$ cat src/rtl/mix_sequencer.sv
// mix_sequencer
//   Splits one input block plus its domain separator into NCH chunks of
//   2*CW bits and issues them one per consumer handshake, chunk 0 first.
//   Each chunk is a mix index word: bits [2i+1:2i] pick the 32-bit input
//   word that gets XORed into capacity word i.
//
// Ports
//   clk       clock, all state changes on the rising edge
//   rst       asynchronous active-high reset
//   in_data   block to be mixed (INW bits)
//   in_ds     domain separator (DSW bits)
//   in_valid  in_data/in_ds valid
//   in_ready  block accepted when in_valid && in_ready (IDLE only)
//   d_out     current mix index word (2*CW bits)
//   d_valid   d_out valid
//   d_ready   consumer accepts d_out
//   d_last    d_out is the final chunk of the block
//   busy      a block is being issued
module mix_sequencer #(
  parameter int CW  = 5,
  parameter int INW = 128,
  parameter int DSW = 4
) (
  input  logic            clk,
  input  logic            rst,
  input  logic [INW-1:0]  in_data,
  input  logic [DSW-1:0]  in_ds,
  input  logic            in_valid,
  output logic            in_ready,
  output logic [2*CW-1:0] d_out,
  output logic            d_valid,
  input  logic            d_ready,
  output logic            d_last,
  output logic            busy
);

  localparam int DW   = 2 * CW;
  localparam int NCH  = (INW + DSW + DW - 1) / DW;
  localparam int SRW  = NCH * DW;
  localparam int CNTW = (NCH > 1) ? $clog2(NCH) : 1;
  localparam logic [CNTW-1:0] LAST_CHUNK = CNTW'(NCH - 1);

  localparam logic [0:0] S_IDLE  = 1'b0;
  localparam logic [0:0] S_ISSUE = 1'b1;

  logic [0:0]      r_state;
  logic [SRW-1:0]  r_shift;
  logic [CNTW-1:0] r_cnt;

  logic [SRW-1:0]  w_load;
  logic            w_load_en;
  logic            w_advance;
  logic            w_at_last;

  // Block image: data in the low bits, separator above it, zero pad on top
  // so the last chunk is always fully defined.
  always_comb begin
    w_load                = '0;
    w_load[INW+DSW-1:0]   = {in_ds, in_data};
  end

  assign w_load_en = (r_state == S_IDLE) && in_valid;
  assign w_advance = (r_state == S_ISSUE) && d_ready;
  assign w_at_last = (r_cnt == LAST_CHUNK);

  always_ff @(posedge clk or posedge rst) begin
    if (rst) begin
      r_state <= S_IDLE;
      r_shift <= '0;
      r_cnt   <= '0;
    end else begin
      case (r_state)
        S_IDLE: begin
          if (w_load_en) begin
            r_shift <= w_load;
            r_cnt   <= '0;
            r_state <= S_ISSUE;
          end
        end
        S_ISSUE: begin
          // Under a stall nothing moves, so the presented chunk is held.
          if (w_advance) begin
            r_shift <= r_shift >> DW;
            if (w_at_last) begin
              // Shift register is all-zero after the last chunk leaves,
              // so d_out idles at zero between blocks.
              r_cnt   <= '0;
              r_state <= S_IDLE;
            end else begin
              r_cnt <= r_cnt + CNTW'(1);
            end
          end
        end
        default: begin
          r_state <= S_IDLE;
        end
      endcase
    end
  end

  assign in_ready = (r_state == S_IDLE);
  assign d_valid  = (r_state == S_ISSUE);
  assign busy     = (r_state == S_ISSUE);
  assign d_out    = r_shift[DW-1:0];
  assign d_last   = (r_state == S_ISSUE) && w_at_last;

endmodule

$ cat config.mk
export PLATFORM = sky130hd
export DESIGN_NAME = mix_sequencer
export DESIGN_NICKNAME = d
export VERILOG_FILES = /design/src/rtl/mix_sequencer.sv
export SDC_FILE = /design/constraint.sdc
export NUM_CORES = 1
export LEC_CHECK = 0
export CAP_MARGIN = 15
export CORE_ASPECT_RATIO = 0.9
export CORE_MARGIN = 2
export CORE_UTILIZATION = 50
export DETAILED_ROUTE_END_ITERATION = 10
export PLACE_DENSITY = 0.83
export SLEW_MARGIN = 15
export SYNTH_ARGS = -nofsm -noshare
export SYNTH_HDL_FRONTEND = slang
export SYNTH_SLANG_ARGS = --single-unit
$ cat constraint.sdc
create_clock -name clk -period 10.33 [get_ports clk]
set_input_delay 2.066 -clock clk [delete_from_list [all_inputs] [get_ports clk]]
set_output_delay 2.066 -clock clk [all_outputs]
set_load 0.1 [all_outputs]
==> results of run 1 <==
[kinds of logic after synthesis]
logic type      after synthesis  synth area share [%]
fa+ha+maj                     2                 0.394
compound gates              138                  11.5
mux                         123                  19.4
buf+inv                      57                  6.34
flops                       137                  53.9
simple gates                136                  8.35
[critical path: cells and delay by family (launching register included)]
| kind | cells | cell delay, ns |
|---|---|---|
| buf+inv | 2 | 1.27 |
| simple gates | 1 | 0.14 |
| flops | 1 | 1.14 |
[state kept, by name, summed over array words and instances (netlist names)]
name,count
r_shift,132
r_cnt,4
busy,1
[cell usage after synthesis]
library cell	instances	share of area, %
a21o_1	1	0.12
a21oi_1	1	0.079
a22o_1	10	1.4
and4b_1	1	0.16
buf_2	10	0.79
buf_4	18	2.1
buf_6	13	2.3
clkbuf_1	6	0.35
clkbuf_2	6	0.47
clkbuf_4	1	0.12
dfrtp_1	137	54
ha_1	2	0.39
inv_1	3	0.18
mux2i_1	122	19
mux2i_2	1	0.22
nand2_1	127	7.5
nand2b_1	1	0.099
nand3_1	3	0.24
nand4_1	1	0.099
nor2_1	1	0.059
nor2b_1	1	0.099
o211ai_1	1	0.12
o21ai_0	74	5.8
o21ai_1	51	4.0
or3_1	1	0.099
[worst paths after layout]
path	endpoint	cells past startpoint	from	slack (ns)
max in group asynchronous	r_shift[91]	3	rst	6.87
hold / removal	r_shift[65]	2	r_shift[65]	0.48
hold reg to reg	r_shift[65]	2	r_shift[65]	0.48
setup reg to reg	r_shift[28]	3	busy	6.87
min in group asynchronous	r_shift[98]	2	rst	2.11
setup / recovery	d_last	3	busy	5.28
[metrics by stage]
| step | area (um^2) | total power, mW | util [%] |
|---|---|---|---|
| floorplan | 6350 | 1.39 | - |
| global placement | 7710 | 1.52 | 61.5 |
| detailed placement | 7710 | 1.56 | 61.5 |
| CTS | 8320 | 2.19 | 66.4 |
| global route | 8320 | 2.30 | 66.4 |
| finish | 8320 | 2.18 | 66.4 |
[area by class of cell]
class / count / share of cell area [%]
Multi-Input combinational cell: 399 / 30.4
Clock buffer: 21 / 5.65
Timing Repair Buffer: 153 / 18.3
Inverter: 3 / 0.195
Sequential cell: 137 / 41.2
Tap cell: 164 / 2.47
Clock inverter: 11 / 1.73
[routing by layer]
metal  vias to the layer above  track usage [%]
met4                         0             6.97
met5                         -                0
met3                        21             6.38
met2                       155             33.8
met1                      2221             29.6
li1                       2269                -
[power groups by stage]
stage / clock network (mW) / registers, mW / logic (mW)
final: 0.626 / 0.936 / 0.617
after global routing: 0.656 / 0.961 / 0.686
after CTS: 0.633 / 0.933 / 0.625
after detailed placement: 0 / 0.937 / 0.619
after global placement: 0 / 0.928 / 0.592
after floorplan: 0 / 0.873 / 0.513
==> results.json, run 1 <==
{
  "fp.dieArea_mm2": 0.0136,
  "clk_pin_slew_ns": 0.05,
  "worst_pin_slew_ns": 1.05,
  "firstDrtPassIters": 4,
  "crit_arrival_ns": 2.98,
  "synth-seq-cells": 137,
  "layout_min_cycle_time_ns": 5.05,
  "fin_ws_ns": 5.28,
  "synth_nets": 731,
  "rsz0062_at_grt": "false",
  "p_leak_nw": 4.23,
  "final_nets": 849,
  "wl_met1_um": 6500,
  "cts_resized": 0,
  "cts_tree": "built",
  "start_util_pct": 50.7,
  "boundaryPins": 150,
  "rows": 39,
  "skew_ns": 0.00752,
  "grt_overflow_total": 0,
  "highest_layer": "met4",
  "drc": 0,
  "ir_drop_uv": 155,
  "slowest_stage": "dfrtp_4",
  "vias": 4666,
  "avgRoutedWirePerCell_um": 16.2,
  "numCtsBuffers": 17,
  "status": "complete, no violations",
  "wl_met2_um": 6820,
  "die_height_um": 111,
  "viasPerCell": 5.25,
  "p_int_mw": 1.43,
  "grt_pass1_vias": 4700,
  "relSlewSlack_pct": 28.4,
  "final_layout_size_suffix_gt1_share_pct": 5.25,
  "path_cells": "inv_1, nor2_1, clkdlybuf4s50_1",
  "start_kind": "flop",
  "syn_area_per_cell_um2": 10.7,
  "layoutNonFillerInstCount": 888,
  "cp-end-kind": "output port",
  "grt_max_degree": 115,
  "syn_inst": 593,
  "max_stage_delay_ns": 1.14,
  "fp.dieW_um": 123,
  "syn-cell-area_mm2": 0.00635,
  "place_congestion": 0.860,
  "hold_ws_ns": 0.478,
  "drtAntennaViolNets": 0,
  "cp.required_ns": 8.26,
  "synthesis.yosys.warnings": 0,
  "antenna_found_initial": 0,
  "cp_max_fo": 67,
  "diodes": 0,
  "portBuffers": 149,
  "grt_first_pass_wirelength_um": 22800,
  "dp_cells": 856,
  "power_frac_seq_pct": 42.9,
  "root_buffer": "clkbuf_16",
  "ctsHtreeMaxLevel": 4,
  "cts.path.max_buffers": 2,
  "period_share_pct": 48.8,
  "max_cap_viol_count": 0,
  "grtUsageTotal_pct": 21.8,
  "initialDrtViolationCount": 351,
  "clk_latency_ns": 0.41,
  "cts_num_sinks": 137,
  "dpl_worst_slack_ns": 5.62,
  "fillers": 915,
  "min_path_type": "reg -> reg",
  "switching_share_pct": 34.2,
  "report.final.setup_viol": 0,
  "layout-area-overhead-vs-synth_pct": 31.0,
  "dp_hpwl_um": 9620,
  "post_cts_buffers": 0,
  "power_switching_mw": 0.745,
  "p_clk_share_pct": 28.8,
  "multi_input_area_mm2": 0.00253,
  "final_common_cell": "clkdlybuf4s50_1",
  "final-hold-violation-count": 0,
  "pwr-share-comb_pct": 28.3,
  "finalWirelength_um": 14400,
  "path_class": "reg -> out",
  "seqCellArea_mm2": 0.00343,
  "ys_seq_area_share_pct": 53.9,
  "finalMaxSlewViolations": 0,
  "clock.fmax_mhz": 198,
  "hold_buffers": 0,
  "core_mm2": 0.0125,
  "mostFrequentLayoutCells": "149 x clkdlybuf4s50_1, 136 x dfrtp_1, 127 x nand2_1",
  "setup-tns-final_ns": 0,
  "ys_types": 25,
  "power_density_mw_per_mm2": 262,
  "route.met3.wl_um": 879
}
(Power assumes the default switching activity.)
==> run 2: changes to the inputs <==
--- a/config.mk
+++ b/config.mk
@@ -8,9 +8,9 @@
 export CAP_MARGIN = 15
 export CORE_ASPECT_RATIO = 0.9
 export CORE_MARGIN = 2
-export CORE_UTILIZATION = 50
+export CORE_UTILIZATION = 45
 export DETAILED_ROUTE_END_ITERATION = 10
-export PLACE_DENSITY = 0.83
+export PLACE_DENSITY = 0.79
 export SLEW_MARGIN = 15
 export SYNTH_ARGS = -nofsm -noshare
 export SYNTH_HDL_FRONTEND = slang
==> constraint.sdc (replaced) <==
create_clock -name clk -period 4.4 [get_ports clk]
set_input_delay 0.88 -clock clk [delete_from_list [all_inputs] [get_ports clk]]
set_output_delay 0.88 -clock clk [all_outputs]
set_load 0.1 [all_outputs]
==> run 2 against run 1 <==
Non-clock buffer count increased by 2. Final cell count rose by 3.5%. Die area rose by 11%. Global-route usage shrank 1.8 points. Utilization fell by 5.7 points. Via count decreased by 0.96%. Clock-buffer cell count decreased by 1. Clock skew is 0.0019 ns lower. Register-to-register slack lost 5.4 ns. Largest cell class unchanged. Sequential cell count did not move.
==> results.json, run 2 (same netlist as run 1, synthesis figures left out) <==
{
  "max_stage_delay_ns": 1.13,
  "layout_min_cycle_time_ns": 3.00,
  "path_class": "reg -> out",
  "post_cts_buffers": 0,
  "antenna_found_initial": 0,
  "clk_latency_ns": 0.41,
  "fp.dieArea_mm2": 0.0151,
  "r2r_end": "r_shift[22]",
  "worst_pin_slew_ns": 1.13,
  "period_share_pct": 68.1,
  "p_clk_share_pct": 30.1,
  "vias": 4621,
  "die_height_um": 117,
  "root_buffer": "clkbuf_16",
  "final-hold-violation-count": 0,
  "report.final.setup_viol": 0,
  "finalMaxSlewViolations": 0,
  "mostFrequentLayoutCells": "148 x clkdlybuf4s50_1, 136 x dfrtp_1, 127 x nand2_1",
  "avgRoutedWirePerCell_um": 15.6,
  "cts.path.max_buffers": 2,
  "firstDrtPassIters": 5,
  "power_density_mw_per_mm2": 617,
  "final_layout_size_suffix_gt1_share_pct": 5.65,
  "start_kind": "flop",
  "dpl_worst_slack_ns": 1.48,
  "setup-tns-final_ns": 0,
  "final_nets": 851,
  "layout-area-overhead-vs-synth_pct": 32.7,
  "portBuffers": 149,
  "diodes": 0,
  "ff2ff_path_depth": 4,
  "seqCellArea_mm2": 0.00343,
  "core_mm2": 0.0139,
  "cts_tree": "built",
  "max_cap_viol_count": 0,
  "hold_buffers": 0,
  "status": "complete, no violations",
  "ir_drop_uv": 303,
  "cts_resized": 0,
  "grt_first_pass_wirelength_um": 23300,
  "fin_ws_ns": 1.40,
  "top_register": "r_shift",
  "fillers": 1119,
  "cts_num_sinks": 137,
  "path_cells": "inv_1, clkdlybuf4s50_1",
  "drtAntennaViolNets": 0,
  "cp-end-kind": "output port",
  "switching_share_pct": 33.3,
  "p_int_mw": 3.47,
  "reg2reg_from": "busy",
  "drc": 0,
  "pwr-share-comb_pct": 28.8,
  "numCtsBuffers": 17,
  "final_common_cell": "clkdlybuf4s50_1",
  "rrSetupSlack_ns": 1.52,
  "power_frac_seq_pct": 41.0,
  "skew_ns": 0.00559,
  "place_congestion": 0.802,
  "startpoint": "busy",
  "rsz0062_at_grt": "false",
  "grtUsageTotal_pct": 20.0,
  "dp_hpwl_um": 9810,
  "power_switching_mw": 1.73,
  "multi_input_area_mm2": 0.00253,
  "cp-endpoint": "in_ready",
  "p_leak_nw": 4.28,
  "initialDrtViolationCount": 311,
  "clk_pin_slew_ns": 0.06,
  "boundaryPins": 150,
  "crit_arrival_ns": 2.12,
  "fp.dieW_um": 129,
  "cp_max_fo": 4,
  "largest_reg_flops": 132,
  "slowest_stage": "clkdlybuf4s50_1",
  "clock.fmax_mhz": 334,
  "grt_max_degree": 136,
  "cp.required_ns": 3.52,
  "finalWirelength_um": 14400,
  "relSlewSlack_pct": 24.6,
  "path_delay_family": "buffers and inverters",
  "rows": 41,
  "crit_cells": 2,
  "crit_buf_inv": 2,
  "grt_overflow_total": 0,
  "min_path_type": "reg -> reg",
  "viasPerCell": 5.03,
  "grt_pass1_vias": 4752,
  "start_util_pct": 45.7,
  "ctsHtreeMaxLevel": 4
}
[run 2: changes by cell type in the layout (fill, tap and decap cells not counted), sizes merged]
cell / change
clkinv: +2
inv: -1
bufinv: +2
buf: +3
clkbuf: -1
clkdlybuf4s50: -1
clkinvlp: -2
[run 2: tightest hold or removal path: cells and delay by family, from the launching register on]
family	cells	cell delay [ns]
compound gates	1	0.06
flops	1	0.34
simple gates	1	0.05
[run 2: layout make-up]
cell class                 count  share of cell area, %
clock buffer                  20                   5.42
clock inverter                12                   2.31
inverter                       3                  0.178
multi-input combinational    399                   30.0
sequential                   137                   40.7
tap                          193                   2.86
timing repair buffer         155                   18.5
[run 2: per-layer routing]
layer / track usage, % / vias up / share of wire (%)
met4: 5.80 / 0 / 0.98
li1: - / 2278 / -
met2: 32.3 / 129 / 47
met5: 0 / - / 0
met1: 25.4 / 2202 / 45
met3: 7.60 / 12 / 7.0
[run 2: stage by stage]
step / util (%) / area [um^2] / instances / hold WS, ns / total power, mW
floorplan: - / 6360 / 593 / 0.448 / 3.25
global route: 60.7 / 8430 / 919 / 0.504 / 5.54
detailed placement: 56.0 / 7780 / 887 / 0.471 / 3.67
CTS: 60.7 / 8430 / 919 / 0.483 / 5.26
finish: 60.7 / 8430 / 919 / 0.477 / 5.21
global placement: 56.0 / 7780 / 887 / 0.461 / 3.58
[run 2: how the worst min path moves through the flow]
stage	startpoint	to	slack, ns	cells after the start
after floorplan	r_shift[10]	r_shift[10]	0.45	2
after global placement	r_shift[56]	r_shift[56]	0.46	2
after detailed placement	r_shift[36]	r_shift[36]	0.47	2
after CTS	r_shift[36]	r_shift[36]	0.48	2
after global routing	r_shift[23]	r_shift[23]	0.50	2
final	r_shift[23]	r_shift[23]	0.48	2
[run 2: power groups by stage]
stage,registers [mW],logic [mW],clock network [mW]
4_1_cts,2.13,1.53,1.59
5_1_grt,2.20,1.67,1.66
6_report,2.14,1.50,1.57
3_3_place_gp,2.13,1.46,0
3_5_place_dp,2.15,1.52,0
2_1_floorplan,2.05,1.21,0
==> run 3: changes to the inputs <==
--- a/config.mk
+++ b/config.mk
@@ -8,9 +8,9 @@
 export CAP_MARGIN = 15
 export CORE_ASPECT_RATIO = 0.9
 export CORE_MARGIN = 2
-export CORE_UTILIZATION = 45
+export CORE_UTILIZATION = 50
 export DETAILED_ROUTE_END_ITERATION = 10
-export PLACE_DENSITY = 0.79
+export PLACE_DENSITY = 0.83
 export SLEW_MARGIN = 15
 export SYNTH_ARGS = -nofsm -noshare
 export SYNTH_HDL_FRONTEND = slang
==> constraint.sdc (replaced) <==
create_clock -name clk -period 2.85 [get_ports clk]
set_input_delay 0.57 -clock clk [delete_from_list [all_inputs] [get_ports clk]]
set_output_delay 0.57 -clock clk [all_outputs]
set_load 0.1 [all_outputs]
==> run 3 against run 2 <==
Clock power rose by 25%. Clock skew rose by 0.0052 ns. Die area is 9.7% lower. Largest cell class unchanged. Register-to-register slack worse by 0.42 ns. Sequential cell count stayed put. Highest routed layer unchanged. Critical path depth is 3 higher.
==> results.json, run 3 (same netlist as run 1, synthesis figures left out) <==
{
  "min_path_type": "reg -> reg",
  "dp_hpwl_um": 10000,
  "p_leak_nw": 4.26,
  "max_cap_viol_count": 0,
  "grtUsageTotal_pct": 22.2,
  "skew_ns": 0.0108,
  "start_util_pct": 50.7,
  "core_mm2": 0.0125,
  "drc": 0,
  "grt_first_pass_wirelength_um": 23300,
  "hold_buffers": 0,
  "clock.fmax_mhz": 460,
  "drtAntennaViolNets": 0,
  "place_congestion": 0.847,
  "finalMaxSlewViolations": 0,
  "grt_pass1_vias": 4707,
  "holdCritStartpoint": "r_shift[64]",
  "final_common_cell": "dfrtp_1",
  "path_class": "reg -> out",
  "finalWirelength_um": 14300,
  "grt_max_degree": 138,
  "numCtsBuffers": 17,
  "post_cts_buffers": 0,
  "dpl_worst_slack_ns": 0.596,
  "cp.required_ns": 2.28,
  "status": "complete, no violations",
  "layout-area-overhead-vs-synth_pct": 30.5,
  "fp.dieW_um": 123,
  "top_register": "r_shift",
  "rows": 39,
  "crit_arrival_ns": 1.61,
  "ctsHtreeMaxLevel": 4,
  "fp.dieArea_mm2": 0.0136,
  "final-hold-violation-count": 0,
  "cts_tree": "built",
  "fin_ws_ns": 0.674,
  "cts_resized": 0,
  "rsz0062_at_grt": "false",
  "initialDrtViolationCount": 405,
  "worst_pin_slew_ns": 0.833,
  "vias": 4706,
  "cts_num_sinks": 137,
  "final_util_pct": 66.1,
  "cp-end-kind": "output port",
  "boundaryPins": 150,
  "firstDrtPassIters": 5,
  "diodes": 0,
  "clk_pin_slew_ns": 0.06,
  "die_height_um": 111,
  "grt_overflow_total": 0,
  "avgRoutedWirePerCell_um": 16.1,
  "layout_min_cycle_time_ns": 2.18,
  "reg2reg_from": "busy",
  "startpoint": "r_cnt[1]",
  "clk_latency_ns": 0.41,
  "setup-tns-final_ns": 0,
  "power_mw": 7.60,
  "portBuffers": 149,
  "power_density_mw_per_mm2": 916,
  "mostFrequentLayoutCells": "136 x dfrtp_1, 135 x clkdlybuf4s50_1, 127 x nand2_1",
  "largest_reg_flops": 132,
  "viasPerCell": 5.28,
  "ir_drop_uv": 468,
  "relSlewSlack_pct": 44.5,
  "period_share_pct": 76.3,
  "final_layout_size_suffix_gt1_share_pct": 7.15,
  "final_nets": 854,
  "antenna_found_initial": 0,
  "cp_max_fo": 4,
  "start_kind": "flop",
  "report.final.setup_viol": 0,
  "root_buffer": "clkbuf_16",
  "cts.path.max_buffers": 2
}
[run 3: stage by stage]
step                hold WS [ns]  std cells  area [um^2]
floorplan                  0.448        593         6370
global placement           0.461        861         7770
detailed placement         0.471        861         7770
CTS                        0.482        891         8290
global route               0.501        891         8290
finish                     0.481        891         8290
[run 3: path summary, 6_finish.rpt]
path | to | slack [ns] | cells after the start
setup / recovery | d_last | 0.67 | 5
hold / removal | r_shift[64] | 0.48 | 2
setup reg to reg | r_shift[67] | 1.10 | 3
hold reg to reg | r_shift[64] | 0.48 | 2
max in group asynchronous | r_shift[58] | 1.56 | 3
min in group asynchronous | r_shift[29] | 0.70 | 3
[run 3: where the power goes]
| group | total [mW] | switching (mW) | internal [mW] |
|---|---|---|---|
| logic | 2.32 | 1.35 | 0.966 |
| registers | 3.31 | 0.522 | 2.79 |
| clock network | 1.97 | 0.754 | 1.21 |
[run 3: area by class of cell]
cell class	instances	area (um^2)
Clock buffer	27	513
Clock inverter	3	15.0
Fill cell	965	4250
Inverter	3	15.0
Multi-Input combinational cell	399	2540
Sequential cell	137	3430
Tap cell	164	205
Timing Repair Buffer	158	1570
[run 3: metal layers]
metal | wire length, um | vias to the layer above | global-route usage [%]
met5 | 0 | - | 0
met4 | 112 | 0 | 5.59
met3 | 1080 | 11 | 7.72
met2 | 7000 | 136 | 35.7
met1 | 6110 | 2267 | 28.5
li1 | - | 2292 | -
[run 3: worst max-delay path, stage by stage, from the launching register on]
cell and delay (ns):
dfrtp_1 0.40, inv_1 0.07, ha_1 0.17, nand3_1 0.15, nor2_4 0.11, buf_4 0.29
